`src/rtl/bus_arbiter_pkg.sv`:
```
// Shared types and helpers for the round-robin tri-state bus arbiter.
package bus_arbiter_pkg;

  typedef enum logic [1:0] {
    ST_IDLE  = 2'd0,
    ST_GRANT = 2'd1,
    ST_TURN  = 2'd2
  } state_t;

  localparam int unsigned BUS_W  = 32;
  localparam int unsigned TCNT_W = 2;

  // Index width that stays legal for a single requester.
  function automatic int unsigned idx_w(input int unsigned n);
    return (n > 1) ? $clog2(n) : 1;
  endfunction

endpackage

```
`src/rtl/bus_arbiter_pick.sv`:
```
// Combinational wrap-around search: first set req bit strictly after ptr, modulo N.
module rr_pick #(
  parameter int unsigned N  = 4,
  parameter int unsigned IW = 2
) (
  input  logic [N-1:0]  req,
  input  logic [IW-1:0] ptr,
  output logic          found,
  output logic [IW-1:0] idx,
  output logic [N-1:0]  onehot
);

  // Scan from farthest to nearest so the nearest hit after ptr is the one kept.
  always_comb begin
    found  = 1'b0;
    idx    = '0;
    onehot = '0;
    for (int k = int'(N); k >= 1; k--) begin
      if (req[IW'((int'(ptr) + k) % int'(N))]) begin
        found = 1'b1;
        idx   = IW'((int'(ptr) + k) % int'(N));
      end
    end
    if (found) onehot[idx] = 1'b1;
  end

endmodule

```
`src/rtl/bus_arbiter.sv`:
```
// Round-robin owner arbiter for the shared tri-state data bus: registered one-hot
// grant, bounded tenure, and dead cycles between owners.
module bus_arbiter
  import bus_arbiter_pkg::*;
#(
  parameter int unsigned N_REQ      = 4,
  parameter int unsigned TURNAROUND = 1,
  parameter int unsigned MAX_BEATS  = 16
) (
  input  logic                       clock,
  input  logic                       reset_n,
  input  logic [N_REQ-1:0]           req,
  input  logic [N_REQ-1:0]           last,
  output logic [N_REQ-1:0]           grant,
  output logic                       owner_valid,
  output logic [idx_w(N_REQ)-1:0]    owner_id,
  output logic                       bus_busy
);

  localparam int unsigned IW = idx_w(N_REQ);
  localparam int unsigned BW = $clog2(MAX_BEATS + 1);

  state_t            state, state_nxt;
  logic [BW-1:0]     beat_cnt, beat_nxt;
  logic [TCNT_W-1:0] tcnt, tcnt_nxt;
  logic [IW-1:0]     rr_ptr, ptr_nxt, id_nxt;
  logic [N_REQ-1:0]  grant_nxt;
  logic              valid_nxt, busy_nxt;

  logic              pick_found;
  logic [IW-1:0]     pick_idx;
  logic [N_REQ-1:0]  pick_onehot;
  logic              tenure_end;

  rr_pick #(.N(N_REQ), .IW(IW)) u_pick (
    .req    (req),
    .ptr    (rr_ptr),
    .found  (pick_found),
    .idx    (pick_idx),
    .onehot (pick_onehot)
  );

  // Drop, last beat and the beat cap all collapse into one release.
  assign tenure_end = !req[owner_id] || last[owner_id] || (beat_cnt == BW'(MAX_BEATS));

  always_ff @(posedge clock or negedge reset_n) begin
    if (!reset_n) begin
      state       <= ST_IDLE;
      beat_cnt    <= '0;
      tcnt        <= '0;
      rr_ptr      <= IW'(N_REQ - 1);
      grant       <= '0;
      owner_id    <= '0;
      owner_valid <= 1'b0;
      bus_busy    <= 1'b0;
    end else begin
      state       <= state_nxt;
      beat_cnt    <= beat_nxt;
      tcnt        <= tcnt_nxt;
      rr_ptr      <= ptr_nxt;
      grant       <= grant_nxt;
      owner_id    <= id_nxt;
      owner_valid <= valid_nxt;
      bus_busy    <= busy_nxt;
    end
  end

  always_comb begin
    state_nxt = state;
    case (state)
      ST_IDLE:  if (pick_found) state_nxt = ST_GRANT;
      ST_GRANT: if (tenure_end) state_nxt = (TURNAROUND == 0) ? ST_IDLE : ST_TURN;
      ST_TURN:  if (tcnt <= TCNT_W'(1)) state_nxt = ST_IDLE;
      default:  state_nxt = ST_IDLE;
    endcase
  end

  always_comb begin
    beat_nxt  = beat_cnt;
    tcnt_nxt  = tcnt;
    ptr_nxt   = rr_ptr;
    grant_nxt = grant;
    id_nxt    = owner_id;
    case (state)
      ST_IDLE: begin
        if (pick_found) begin
          grant_nxt = pick_onehot;
          id_nxt    = pick_idx;
          ptr_nxt   = pick_idx;
          beat_nxt  = BW'(1);
        end
      end
      ST_GRANT: begin
        if (tenure_end) begin
          grant_nxt = '0;
          id_nxt    = '0;
          beat_nxt  = '0;
          tcnt_nxt  = TCNT_W'(TURNAROUND);
        end else begin
          beat_nxt  = beat_cnt + BW'(1);
        end
      end
      ST_TURN: tcnt_nxt = (tcnt > TCNT_W'(1)) ? tcnt - TCNT_W'(1) : '0;
      default: begin
        grant_nxt = '0;
        id_nxt    = '0;
        beat_nxt  = '0;
        tcnt_nxt  = '0;
      end
    endcase
    valid_nxt = |grant_nxt;
    busy_nxt  = (state_nxt != ST_IDLE);
  end

  a_onehot: assert property (@(posedge clock) disable iff (!reset_n) $onehot0(grant));
  a_no_swap: assert property (@(posedge clock) disable iff (!reset_n)
    (grant != '0 && $past(grant) != '0) |-> grant == $past(grant));
  a_id: assert property (@(posedge clock) disable iff (!reset_n)
    owner_valid |-> grant == (N_REQ'(1) << owner_id));

endmodule

```
`config.mk`:
```
export PLATFORM = sky130hd
export DESIGN_NAME = bus_arbiter
export DESIGN_NICKNAME = d
export VERILOG_FILES = /design/src/rtl/bus_arbiter_pkg.sv /design/src/rtl/bus_arbiter_pick.sv /design/src/rtl/bus_arbiter.sv
export SDC_FILE = /design/constraint.sdc
export NUM_CORES = 1
export LEC_CHECK = 0
export BUFFER_PORTS_ARGS = -buffer_cell sky130_fd_sc_hd__buf_2
export CORE_AREA = 2 2 52 54
export DETAILED_ROUTE_END_ITERATION = 8
export DIE_AREA = 0 0 54 56
export PLACE_DENSITY_LB_ADDON = 0.05
export SYNTH_ARGS = -nofsm -noshare
export SYNTH_HDL_FRONTEND = slang
export SYNTH_SLANG_ARGS = --single-unit
```
`constraint.sdc`:
```
create_clock -name clock -period 3.57 [get_ports clock]
set_input_delay 0.357 -clock clock [delete_from_list [all_inputs] [get_ports clock]]
set_output_delay 0.357 -clock clock [all_outputs]
set_load 0.01 [all_outputs]
```
==> results.md, run 1 <==
| Group | Item | Value |
|---|---|---|
| floorplanning | I/O Pins | 18 |
| sta | Post-route clock period utilization | 0.495 |
| sta | Setup repair after global routing missed its margin | no |
| min path | Hold Path Origin | req[0] |
| cts | Later-pin clock latency in the skew report | 0.29 ns |
| final layout | Final core utilization | 0.550 |
| worst setup path | Critical Path Fanout Max | 7 |
| floorplanning | CORE AREA | 0.00243 mm^2 |
| global routing | All-Layer GR Usage | 0.173 |
| cts | Post-CTS Setup Repair Bufs | 0 |
| global routing | Maximum number of pins on one net before global-route repair | 20 |
| global routing | Residual overflow from global routing | 0 |
| floorplanning | DIE AREA | 0.00302 mm^2 |
| final layout | Diodes inserted | 0 |
| place | HPWL after DPL | 1.85 mm |
| synth | Post-synthesis average cell area | 10.3 um^2 |
| synth | Synthesized net count | 131 |
| worst setup path | Worst path required time | 3.73 ns |
| synth | Asr flop ratio synth | 1.00 |
| detailed routing | Remaining antenna violation count after routing | 0 |
| cts | CTS tree | done |
| sta | Layout Skew | 0.00314 ns |
| worst setup path | Launching element type of the critical path | register |
| sta | Shortest clock period the worst path allows after layout | 1.77 ns |
| global routing | Via count of the first global-routing pass | 871 |
| global routing | Initial antenna violation count | 0 |
| final layout | Highest-count cells in the layout ignoring fill and taps | sky130_fd_sc_hd__dfrtp_1, sky130_fd_sc_hd__buf_2, sky130_fd_sc_hd__nand2b_1 |
| sta | Hold violation count in the final report | 0 |
| pwr | Pwr per Cell Area | 769 mW/mm^2 |
| detailed routing | Routed wire length | 2.39 mm |
| cts | Depth of the CTS H-tree | 1 |
| synth | Total standard cell area after synthesis | 0.00119 mm^2 |
| cts | TritonCTS buffer count | 3 |
| global routing | Wire length of the first global-routing pass | 3.90 mm |
| sta | Worst slew slack as a fraction of its limit | 0.556 |
| worst setup path | Start of the worst register-to-register path | beat_cnt[0]$_DFFE_PN0P_ |
| synth | Leading register cell type out of synthesis | sky130_fd_sc_hd__dfrtp_1 |
| detailed routing | Average via count per standard cell | 5.59 |
| cts | Max clock buf depth | 2 |
| worst setup path | Crit path arrival time | 1.93 ns |
| pwr | Reported leakage power | 0.587 nW |
| synth | Warnings from Yosys | 0 |
| place | I/O Buffers | 17 |
| detailed routing | Initial DRT Pass Iterations | 4 |
| final layout | Final net count | 151 |
| sta | Peak clock frequency supported by timing | 0.566 GHz |
| sta | Total negative slack | 0 ns |
| cts | Reg clk slew, reported paths | 0.11 ns |
| detailed routing | Routed length per placed instance | 14.5 um |
| synth | EDFF count, synth | 0 |
| floorplanning | Die width | 54 um |
| pwr | Maximum vdd drop | 0.000406 V |
| worst setup path | Crit path kind | reg2reg |
| place | Routability congestion estimate | 0.776 |
| worst setup path | Critical path origin | beat_cnt[0]$_DFFE_PN0P_ |
| final layout | Growth of design area from synthesis to finish | 12.5% |
| worst setup path | CP Capture Type | register |
| pwr | Power consumption | 1.03 mW |
| outcome | Status | finished, final reports clean |
| cts | Clk root buf | sky130_fd_sc_hd__clkbuf_4 |
| synth | Synthesis-stage register bit count | 19 |
| floorplanning | Number of placement rows | 18 |
| sta | Transition time of the tightest slew-check pin | 0.660 ns |
| job | Count of maximum capacitance violations | 0 |
| final layout | Fraction of layout instances using a drive strength above 1 | 0.224 |
| sta | Slew Limit Fails | 0 |
| sta | Setup-violating endpoint count in the final report | 0 |
| synth | Count of unique library cells instantiated by Yosys | 40 |
| synth | Proportion of synthesized chip area in sequential cells | 0.402 |
| cts | TritonCTS Sinks | 19 |
| cts | Total of cells resized after clock tree synthesis | 0 |
| detailed routing | Vias post-DR | 916 |
| detailed routing | # DRC | 0 |
| min path | Hold/Removal Path Class | in2reg |
| floorplanning | Initial core utilization | 0.489 |
| floorplanning | Vert. Die Dim | 56 um |
| detailed routing | First DRT Iteration DRCs | 14 |
| synth | Gate Count Post-Synth | 115 |
[synthesized netlist by cell type, types with 2 or more instances]
cell | count | area share
sky130_fd_sc_hd__nand2b_1 | 11 | 0.058
sky130_fd_sc_hd__nand2_1 | 2 | 0.0063
sky130_fd_sc_hd__xnor2_1 | 2 | 0.015
sky130_fd_sc_hd__nor2_1 | 6 | 0.019
sky130_fd_sc_hd__o31ai_1 | 2 | 0.013
sky130_fd_sc_hd__and2_1 | 2 | 0.011
sky130_fd_sc_hd__clkbuf_1 | 3 | 0.0095
sky130_fd_sc_hd__o21ai_0 | 6 | 0.025
sky130_fd_sc_hd__a21oi_1 | 4 | 0.017
sky130_fd_sc_hd__mux2i_1 | 2 | 0.017
sky130_fd_sc_hd__a211oi_1 | 2 | 0.013
sky130_fd_sc_hd__nor2b_1 | 5 | 0.026
sky130_fd_sc_hd__a21boi_0 | 2 | 0.013
sky130_fd_sc_hd__nand3_1 | 4 | 0.017
sky130_fd_sc_hd__a32o_1 | 2 | 0.017
sky130_fd_sc_hd__ha_1 | 6 | 0.063
sky130_fd_sc_hd__dfstp_2 | 2 | 0.044
sky130_fd_sc_hd__mux4_2 | 2 | 0.038
sky130_fd_sc_hd__inv_1 | 7 | 0.022
sky130_fd_sc_hd__a21o_1 | 3 | 0.019
sky130_fd_sc_hd__dfrtp_1 | 17 | 0.36
sky130_fd_sc_hd__o32ai_1 | 5 | 0.037
[logic make-up (layout without fill, tap and decap cells)]
group                    count (synthesis)  count (layout)  share of synthesized area
buffers and inverters                   10              29                     0.0316
adder cells (fa/ha/maj)                  6               6                     0.0632
XOR/XNOR                                 2               2                     0.0147
flip-flops                              19              19                      0.402
AO/OA/AOI/OAI                           36              36                      0.242
AND/OR/NAND/NOR                         38              38                      0.192
multiplexers                             4               4                     0.0547
[what timing repair did]
action | 4_1_cts | 5_1_grt
endpoints found under the setup margin | 0 | 0
hold buffers | 1 | 0
hold endpoints to repair | 9 | 0
[worst paths after layout]
path                                            to  slack [ns]  cells after the start
max                             grant[2]$_DFF_PN0_        1.80                      6
min                          rr_ptr[0]$_DFFE_PN1P_        0.50                      3
max reg2reg                     grant[2]$_DFF_PN0_        1.80                      6
min reg2reg                  rr_ptr[0]$_DFFE_PN1P_        0.51                      2
max in group asynchronous    rr_ptr[0]$_DFFE_PN1P_        2.72                      2
min in group asynchronous  beat_cnt[2]$_DFFE_PN0P_        0.52                      2
[worst max-delay path: stages (launching register included)]
cell and delay, ns:
sky130_fd_sc_hd__dfrtp_1 0.44, sky130_fd_sc_hd__inv_1 0.08, sky130_fd_sc_hd__ha_1 0.15, sky130_fd_sc_hd__nand4bb_1 0.17, sky130_fd_sc_hd__and2_1 0.28, sky130_fd_sc_hd__a21oi_2 0.35, sky130_fd_sc_hd__o32ai_1 0.17
[per-stage QoR]
stage	hold WS, ns	worst slack (ns)	instances	instance area [um^2]
finish	0.505	1.80	164	1340
global route	0.500	1.65	164	1340
CTS	0.490	1.81	164	1340
detailed placement	0.325	1.68	159	1300
global placement	0.325	1.70	159	1300
floorplan	0.0614	1.98	115	1190
[final cells by class]
cell class / instances / area (um^2)
well taps: 30 / 37.5
clock buffers: 3 / 22.5
clock inverters: 1 / 5.00
inverters: 7 / 26.3
multi-input cells: 86 / 673
flip-flops and latches: 19 / 478
repair buffers: 18 / 95.1
fillers: 218 / 1090
[flip-flops by register name, summed over array words and instances, names as in the netlist]
register and cells:
tcnt 2, owner_valid 1, bus_busy 1, owner_id 2, rr_ptr 2, beat_cnt 5, state 2, grant 4
[layer usage]
layer / track usage / vias up / wire [um]
met5: 0 / - / 0
met4: 0.0429 / 0 / 11
met3: 0.0376 / 2 / 104
met2: 0.261 / 18 / 1060
met1: 0.250 / 430 / 1210
li1: - / 466 / -
[power by group]
part           internal, mW  switching [mW]
sequential            0.301          0.0613
combinational         0.234           0.323
clock                0.0417          0.0669
total                 0.577           0.451
No activity file was read; power rests on OpenSTA's default activity.
==> inputs of run 2 (changes only) <==
==> constraint.sdc (replaced) <==
create_clock -name clock -period 1.45 [get_ports clock]
set_input_delay 0.145 -clock clock [delete_from_list [all_inputs] [get_ports clock]]
set_output_delay 0.145 -clock clock [all_outputs]
set_load 0.01 [all_outputs]
==> run 2 against run 1 <==
The flow now finishes with violations (negative setup slack). Global-route usage rose by 4.0 points. Die area did not move. Clock power rose by 140%. Worst hold slack got worse by 0.18 ns. Clock skew rose by 0.0014 ns. Largest power group unchanged. First-iteration DRC count did not move. Non-clock buffer count rose by 34. Total power rose to 3.4 times the previous value. Via count rose by 21%. Final cell count rose by 21%. Combinational power rose to 4.3 times the previous value. Register-to-register slack got worse by 1.9 ns.
==> results.md, run 2 (synthesis results as in run 1) <==
| Group | Item | Value |
|---|---|---|
| outcome | Status | finished, violations left |
| outcome | Violations in the final reports | negative setup slack |
| sta | Transition time of the tightest slew-check pin | 0.465 ns |
| final layout | Highest-count cells in the layout ignoring fill and taps | sky130_fd_sc_hd__buf_4, sky130_fd_sc_hd__buf_2, sky130_fd_sc_hd__dfrtp_1 |
| worst setup path | Critical path origin | owner_id[1]$_DFFE_PN0P_ |
| final layout | Top Registers | beat_cnt x5, grant x4 |
| sta | Setup repair after global routing missed its margin | yes |
| detailed routing | Remaining antenna violation count after routing | 0 |
| cts | CTS tree | done |
| global routing | Via count of the first global-routing pass | 1074 |
| worst setup path | Critical Path Fanout Max | 5 |
| worst setup path | Start of the worst register-to-register path | owner_id[1]$_DFFE_PN0P_ |
| final layout | Final core utilization | 0.718 |
| final layout | Number of fill cells in the layout | 176 |
| sta | Worst slew slack as a fraction of its limit | 0.690 |
| sta | Smallest setup slack after layout | -0.138 ns |
| worst setup path | Worst path required time | 1.68 ns |
| floorplanning | I/O Pins | 18 |
| detailed routing | Routed length per placed instance | 15.0 um |
| detailed routing | First DRT Iteration DRCs | 14 |
| sta | Slew Limit Fails | 0 |
| min path | Hold/Removal Path Class | in2reg |
| floorplanning | Initial core utilization | 0.489 |
| global routing | Maximum number of pins on one net before global-route repair | 20 |
| pwr | Pwr per Cell Area | 2000 mW/mm^2 |
| pwr | Maximum vdd drop | 0.00143 V |
| floorplanning | CORE AREA | 0.00243 mm^2 |
| sta | Total negative slack | -1.38 ns |
| worst setup path | CP max stage cell | sky130_fd_sc_hd__mux4_2 |
| floorplanning | Vert. Die Dim | 56 um |
| cts | Depth of the CTS H-tree | 1 |
| floorplanning | Number of placement rows | 18 |
| worst setup path | Launching element type of the critical path | register |
| worst setup path | Crit path arrival time | 1.82 ns |
| sta | Layout Skew | 0.00458 ns |
| final layout | Diodes inserted | 0 |
| final layout | Max reg flops | 5 |
| cts | Clk root buf | sky130_fd_sc_hd__clkbuf_4 |
| final layout | Most common library cell in the layout ignoring fill and taps | sky130_fd_sc_hd__buf_4 |
| floorplanning | DIE AREA | 0.00302 mm^2 |
| sta | Peak clock frequency supported by timing | 0.630 GHz |
| pwr | Reported leakage power | 0.786 nW |
| place | Routability congestion estimate | 0.831 |
| cts | Reg clk slew, reported paths | 0.11 ns |
| detailed routing | Average via count per standard cell | 5.58 |
| sta | Setup-violating endpoint count in the final report | 17 |
| worst setup path | Worst-case register-to-register setup slack | -0.14 ns |
| worst setup path | CP cell instances | mux4_2 > a21oi_2 > buf_4 > mux2i_1 |
| final layout | Fraction of layout instances using a drive strength above 1 | 0.500 |
| cts | TritonCTS buffer count | 3 |
| global routing | All-Layer GR Usage | 0.213 |
| worst setup path | CP Capture Type | register |
| cts | Later-pin clock latency in the skew report | 0.30 ns |
| worst setup path | Slowest cell delay on critical path | 0.63 ns |
| floorplanning | Die width | 54 um |
| detailed routing | # DRC | 0 |
| sta | Post-route clock period utilization | 1.10 |
| place | Area post-placement | 0.00155 mm^2 |
| cts | Max clock buf depth | 2 |
| sta | Shortest clock period the worst path allows after layout | 1.59 ns |
| global routing | Residual overflow from global routing | 0 |
| final layout | Growth of design area from synthesis to finish | 46.9% |
| final layout | Post-route cell area | 0.00175 mm^2 |
| worst setup path | Crit path kind | reg2reg |
| job | Count of maximum capacitance violations | 0 |
| global routing | Wire length of the first global-routing pass | 4.73 mm |
| global routing | Initial antenna violation count | 0 |
| final layout | Final net count | 185 |
| detailed routing | Routed wire length | 2.97 mm |
| sta | Hold violation count in the final report | 0 |
| detailed routing | Initial DRT Pass Iterations | 4 |
| place | HPWL after DPL | 2.19 mm |
| place | I/O Buffers | 17 |
| min path | Hold Path Origin | req[0] |
| sta | Hold WS | 0.321 ns |
| cts | TritonCTS Sinks | 19 |
| final layout | Most flop-heavy register | beat_cnt |
| detailed routing | Vias post-DR | 1105 |
run 2: per-stage QoR:
stage / total power, mW / cells / setup WS, ns
after global routing: 3.77 / 198 / -0.194
after CTS: 3.27 / 196 / -0.127
final: 3.50 / 198 / -0.138
after floorplan: 1.94 / 115 / -0.0774
after global placement: 2.75 / 190 / -0.137
after detailed placement: 2.80 / 190 / -0.180
run 2: layout make-up:
class | count | area, um^2 | area share
Timing Repair Buffer | 52 | 363 | 0.208
Multi-Input combinational cell | 86 | 815 | 0.466
Inverter | 7 | 26.3 | 0.0150
Tap cell | 30 | 37.5 | 0.0215
Sequential cell | 19 | 479 | 0.274
Clock buffer | 4 | 26.3 | 0.0150
run 2: power by group:
group	total, mW	internal (mW)	switching (mW)
sequential	0.854	0.742	0.112
combinational	2.38	1.21	1.17
clock	0.267	0.107	0.160
total	3.50	2.05	1.44
run 2: worst max-delay path: cells and delay by family (launching register included):
| kind | cells | cell delay, ns |
|---|---|---|
| multiplexers | 2 | 0.81 |
| AO/OA/AOI/OAI | 1 | 0.17 |
| flip-flops | 1 | 0.39 |
| buffers and inverters | 1 | 0.15 |
run 2: per-layer routing:
layer	wire (um)	global-route usage
met1	1380	0.283
met2	1460	0.328
met3	84	0.0457
met4	39	0.0929
met5	0	0
run 2: timing repair:
item,4_1_cts,5_1_grt
setup endpoints to repair,17,18
endpoints found under the hold margin,17,0
resized for setup,15,13
setup buffers,1,2
hold buffers,1,0
pin swaps,5,4
run 2: final timing paths:
check                                               end  cells after the start
worst max-delay path                tcnt[0]$_DFFE_PN0P_                      4
worst min-delay path              rr_ptr[0]$_DFFE_PN1P_                      4
worst max register to register      tcnt[0]$_DFFE_PN0P_                      4
worst min register to register      tcnt[1]$_DFFE_PN0P_                      2
max in group asynchronous         rr_ptr[0]$_DFFE_PN1P_                      2
min in group asynchronous       beat_cnt[3]$_DFFE_PN0P_                      2
==> inputs of run 3 (changes only) <==
--- a/config.mk
+++ b/config.mk
@@ -6,9 +6,11 @@
 export NUM_CORES = 1
 export LEC_CHECK = 0
 export BUFFER_PORTS_ARGS = -buffer_cell sky130_fd_sc_hd__buf_2
-export CORE_AREA = 2 2 52 54
+export CELL_PAD_IN_SITES_DETAIL_PLACEMENT = 1
+export CELL_PAD_IN_SITES_GLOBAL_PLACEMENT = 1
+export CORE_AREA = 2 2 43 84
 export DETAILED_ROUTE_END_ITERATION = 8
-export DIE_AREA = 0 0 54 56
+export DIE_AREA = 0 0 45 86
 export PLACE_DENSITY_LB_ADDON = 0.05
 export SYNTH_ARGS = -nofsm -noshare
 export SYNTH_HDL_FRONTEND = slang
==> run 3 against run 2 <==
The flow still finishes with violations (negative setup slack). Register-to-register slack lost 0.02 ns. Via count grew 2.0%. Wire length grew 24%. Final cell count grew 0.51%. Sequential share of layout area grew 0.14 points. Total power grew 2.5%. Worst setup slack lost 0.021 ns. Sequential power grew 1%. Utilization shrank 17 points. Clock skew shrank 0.0029 ns. Critical endpoint is now grant[3]$_DFF_PN0_. Largest cell class unchanged.
==> results.md, run 3 (synthesis results as in run 1) <==
| Group | Item | Value |
|---|---|---|
| final layout | Final non-filler cell total | 199 |
| worst setup path | Critical Path Fanout Max | 7 |
| floorplanning | Die width | 45 um |
| sta | Hold violation count in the final report | 0 |
| pwr | Fraction of power consumed by the clock network | 0.103 |
| detailed routing | Average via count per standard cell | 5.66 |
| sta | Setup repair after global routing missed its margin | yes |
| job | Count of maximum capacitance violations | 0 |
| pwr | Power consumption | 3.59 mW |
| global routing | Initial antenna violation count | 0 |
| sta | Peak clock frequency supported by timing | 0.621 GHz |
| detailed routing | Initial DRT Pass Iterations | 4 |
| cts | Reg clk slew, reported paths | 0.07 ns |
| sta | Hold WS | 0.382 ns |
| cts | TritonCTS Sinks | 19 |
| detailed routing | First DRT Iteration DRCs | 14 |
| floorplanning | Initial core utilization | 0.372 |
| final layout | Top Registers | beat_cnt x5, grant x4 |
| pwr | Reported leakage power | 0.784 nW |
| worst setup path | CP Capture Type | register |
| sta | Post-route clock period utilization | 1.11 |
| cts | Depth of the CTS H-tree | 1 |
| final layout | Final net count | 185 |
| place | Routability congestion estimate | 0.815 |
| sta | Transition time of the tightest slew-check pin | 0.469 ns |
| floorplanning | DIE AREA | 0.00387 mm^2 |
| final layout | Area of all sequential standard cells | 479 um^2 |
| pwr | Pwr per Cell Area | 2060 mW/mm^2 |
| cts | Clk root buf | sky130_fd_sc_hd__clkbuf_8 |
| sta | Setup-violating endpoint count in the final report | 16 |
| final layout | Growth of design area from synthesis to finish | 46.2% |
| final layout | Max reg flops | 5 |
| pwr | Sequential Power Share | 0.241 |
| outcome | Violations in the final reports | negative setup slack |
| floorplanning | I/O Pins | 18 |
| floorplanning | Vert. Die Dim | 86 um |
| global routing | All-Layer GR Usage | 0.204 |
| cts | CTS tree | done |
| floorplanning | Number of placement rows | 29 |
| global routing | Residual overflow from global routing | 0 |
| sta | Shortest clock period the worst path allows after layout | 1.61 ns |
| pwr | Maximum vdd drop | 0.00105 V |
| global routing | Maximum number of pins on one net before global-route repair | 20 |
| final layout | Combined area of the multi-input logic cells | 795 um^2 |
| final layout | Number of fill cells in the layout | 367 |
| cts | TritonCTS buffer count | 3 |
| final layout | Most common library cell in the layout ignoring fill and taps | sky130_fd_sc_hd__buf_4 |
| worst setup path | Crit path kind | reg2reg |
| sta | Slew Limit Fails | 0 |
| global routing | Via count of the first global-routing pass | 1267 |
| final layout | Highest-count cells in the layout ignoring fill and taps | sky130_fd_sc_hd__buf_4, sky130_fd_sc_hd__buf_2, sky130_fd_sc_hd__dfrtp_1 |
| sta | Smallest setup slack after layout | -0.159 ns |
| global routing | Wire length of the first global-routing pass | 5.76 mm |
| min path | Hold/Removal Path Class | in2async |
| pwr | Design internal power | 2.09 mW |
| place | HPWL after DPL | 2.75 mm |
| detailed routing | Routed length per placed instance | 18.5 um |
| sta | Worst slew slack as a fraction of its limit | 0.687 |
| pwr | Switching part of the total | 0.418 |
| final layout | Most flop-heavy register | beat_cnt |
| detailed routing | Routed wire length | 3.68 mm |
| worst setup path | Launching element type of the critical path | register |
| cts | Max clock buf depth | 2 |
| detailed routing | Remaining antenna violation count after routing | 0 |
| pwr | Switching power total | 1.50 mW |
| worst setup path | Worst-case register-to-register setup slack | -0.16 ns |
| place | Cell total after placement | 192 |
| sta | Layout Skew | 0.00168 ns |
| worst setup path | Worst path required time | 1.57 ns |
| detailed routing | # DRC | 0 |
| pwr | Combinational group share of total power | 0.655 |
| worst setup path | Crit path arrival time | 1.73 ns |
| cts | Later-pin clock latency in the skew report | 0.25 ns |
| place | I/O Buffers | 17 |
| final layout | Diodes inserted | 0 |
| outcome | Status | finished, violations left |
| detailed routing | Vias post-DR | 1127 |
| floorplanning | CORE AREA | 0.00319 mm^2 |
| final layout | Fraction of layout instances using a drive strength above 1 | 0.494 |
[run 3: final cells by class]
| class | instances | area share |
|---|---|---|
| Timing Repair Buffer | 52 | 0.204 |
| Tap cell | 31 | 0.0223 |
| Inverter | 7 | 0.0151 |
| Multi-Input combinational cell | 86 | 0.457 |
| Clock buffer | 4 | 0.0259 |
| Sequential cell | 19 | 0.276 |
[run 3: power groups by stage]
stage | Sequential (mW) | Clock [mW] | Combinational (mW)
6_report | 0.866 | 0.371 | 2.35
5_1_grt | 0.894 | 0.403 | 2.54
4_1_cts | 0.872 | 0.383 | 2.23
3_5_place_dp | 0.886 | 0 | 1.99
3_3_place_gp | 0.872 | 0 | 1.96
2_1_floorplan | 0.931 | 0 | 1.01
[run 3: routing by layer]
layer	vias up	GRT usage	routed length (um)
met4	0	0.0722	74
met5	-	0	0
li1	532	-	-
met1	574	0.188	1250
met3	6	0.0211	57
met2	15	0.413	2300
[run 3: path summary, 6_finish.rpt]
kind / startpoint / to / cells past startpoint
setup / recovery: owner_id[1]$_DFFE_PN0P_ / grant[3]$_DFF_PN0_ / 3
hold / removal: reset_n / owner_valid$_DFF_PN0_ / 2
setup reg to reg: owner_id[1]$_DFFE_PN0P_ / grant[3]$_DFF_PN0_ / 3
hold reg to reg: tcnt[0]$_DFFE_PN0P_ / tcnt[0]$_DFFE_PN0P_ / 2
max in group asynchronous: reset_n / owner_id[1]$_DFFE_PN0P_ / 2
min in group clock: req[0] / rr_ptr[0]$_DFFE_PN1P_ / 4
[run 3: critical path: stages, from the launching register on]
cell and delay [ns]:
sky130_fd_sc_hd__dfrtp_2 0.37, sky130_fd_sc_hd__mux4_2 0.65, sky130_fd_sc_hd__a21oi_4 0.31, sky130_fd_sc_hd__o32ai_1 0.14
[run 3: repair_timing]
item                       in CTS  in global routing
pin swaps                       7                  4
hold buffers                    1                  0
setup endpoints to repair      17                 19
resized for setup              18                  9
buffers inserted                2                  0
hold endpoints to repair       17                  0
[run 3: per-stage QoR]
step	setup slack, ns	area [um^2]	utilization	TNS, ns
floorplan	-0.0774	1200	-	-0.666
global placement	-0.221	1550	0.485	-2.02
detailed placement	-0.317	1550	0.485	-3.49
CTS	-0.145	1700	0.532	-1.59
global route	-0.214	1740	0.544	-2.71
finish	-0.159	1740	0.544	-1.68
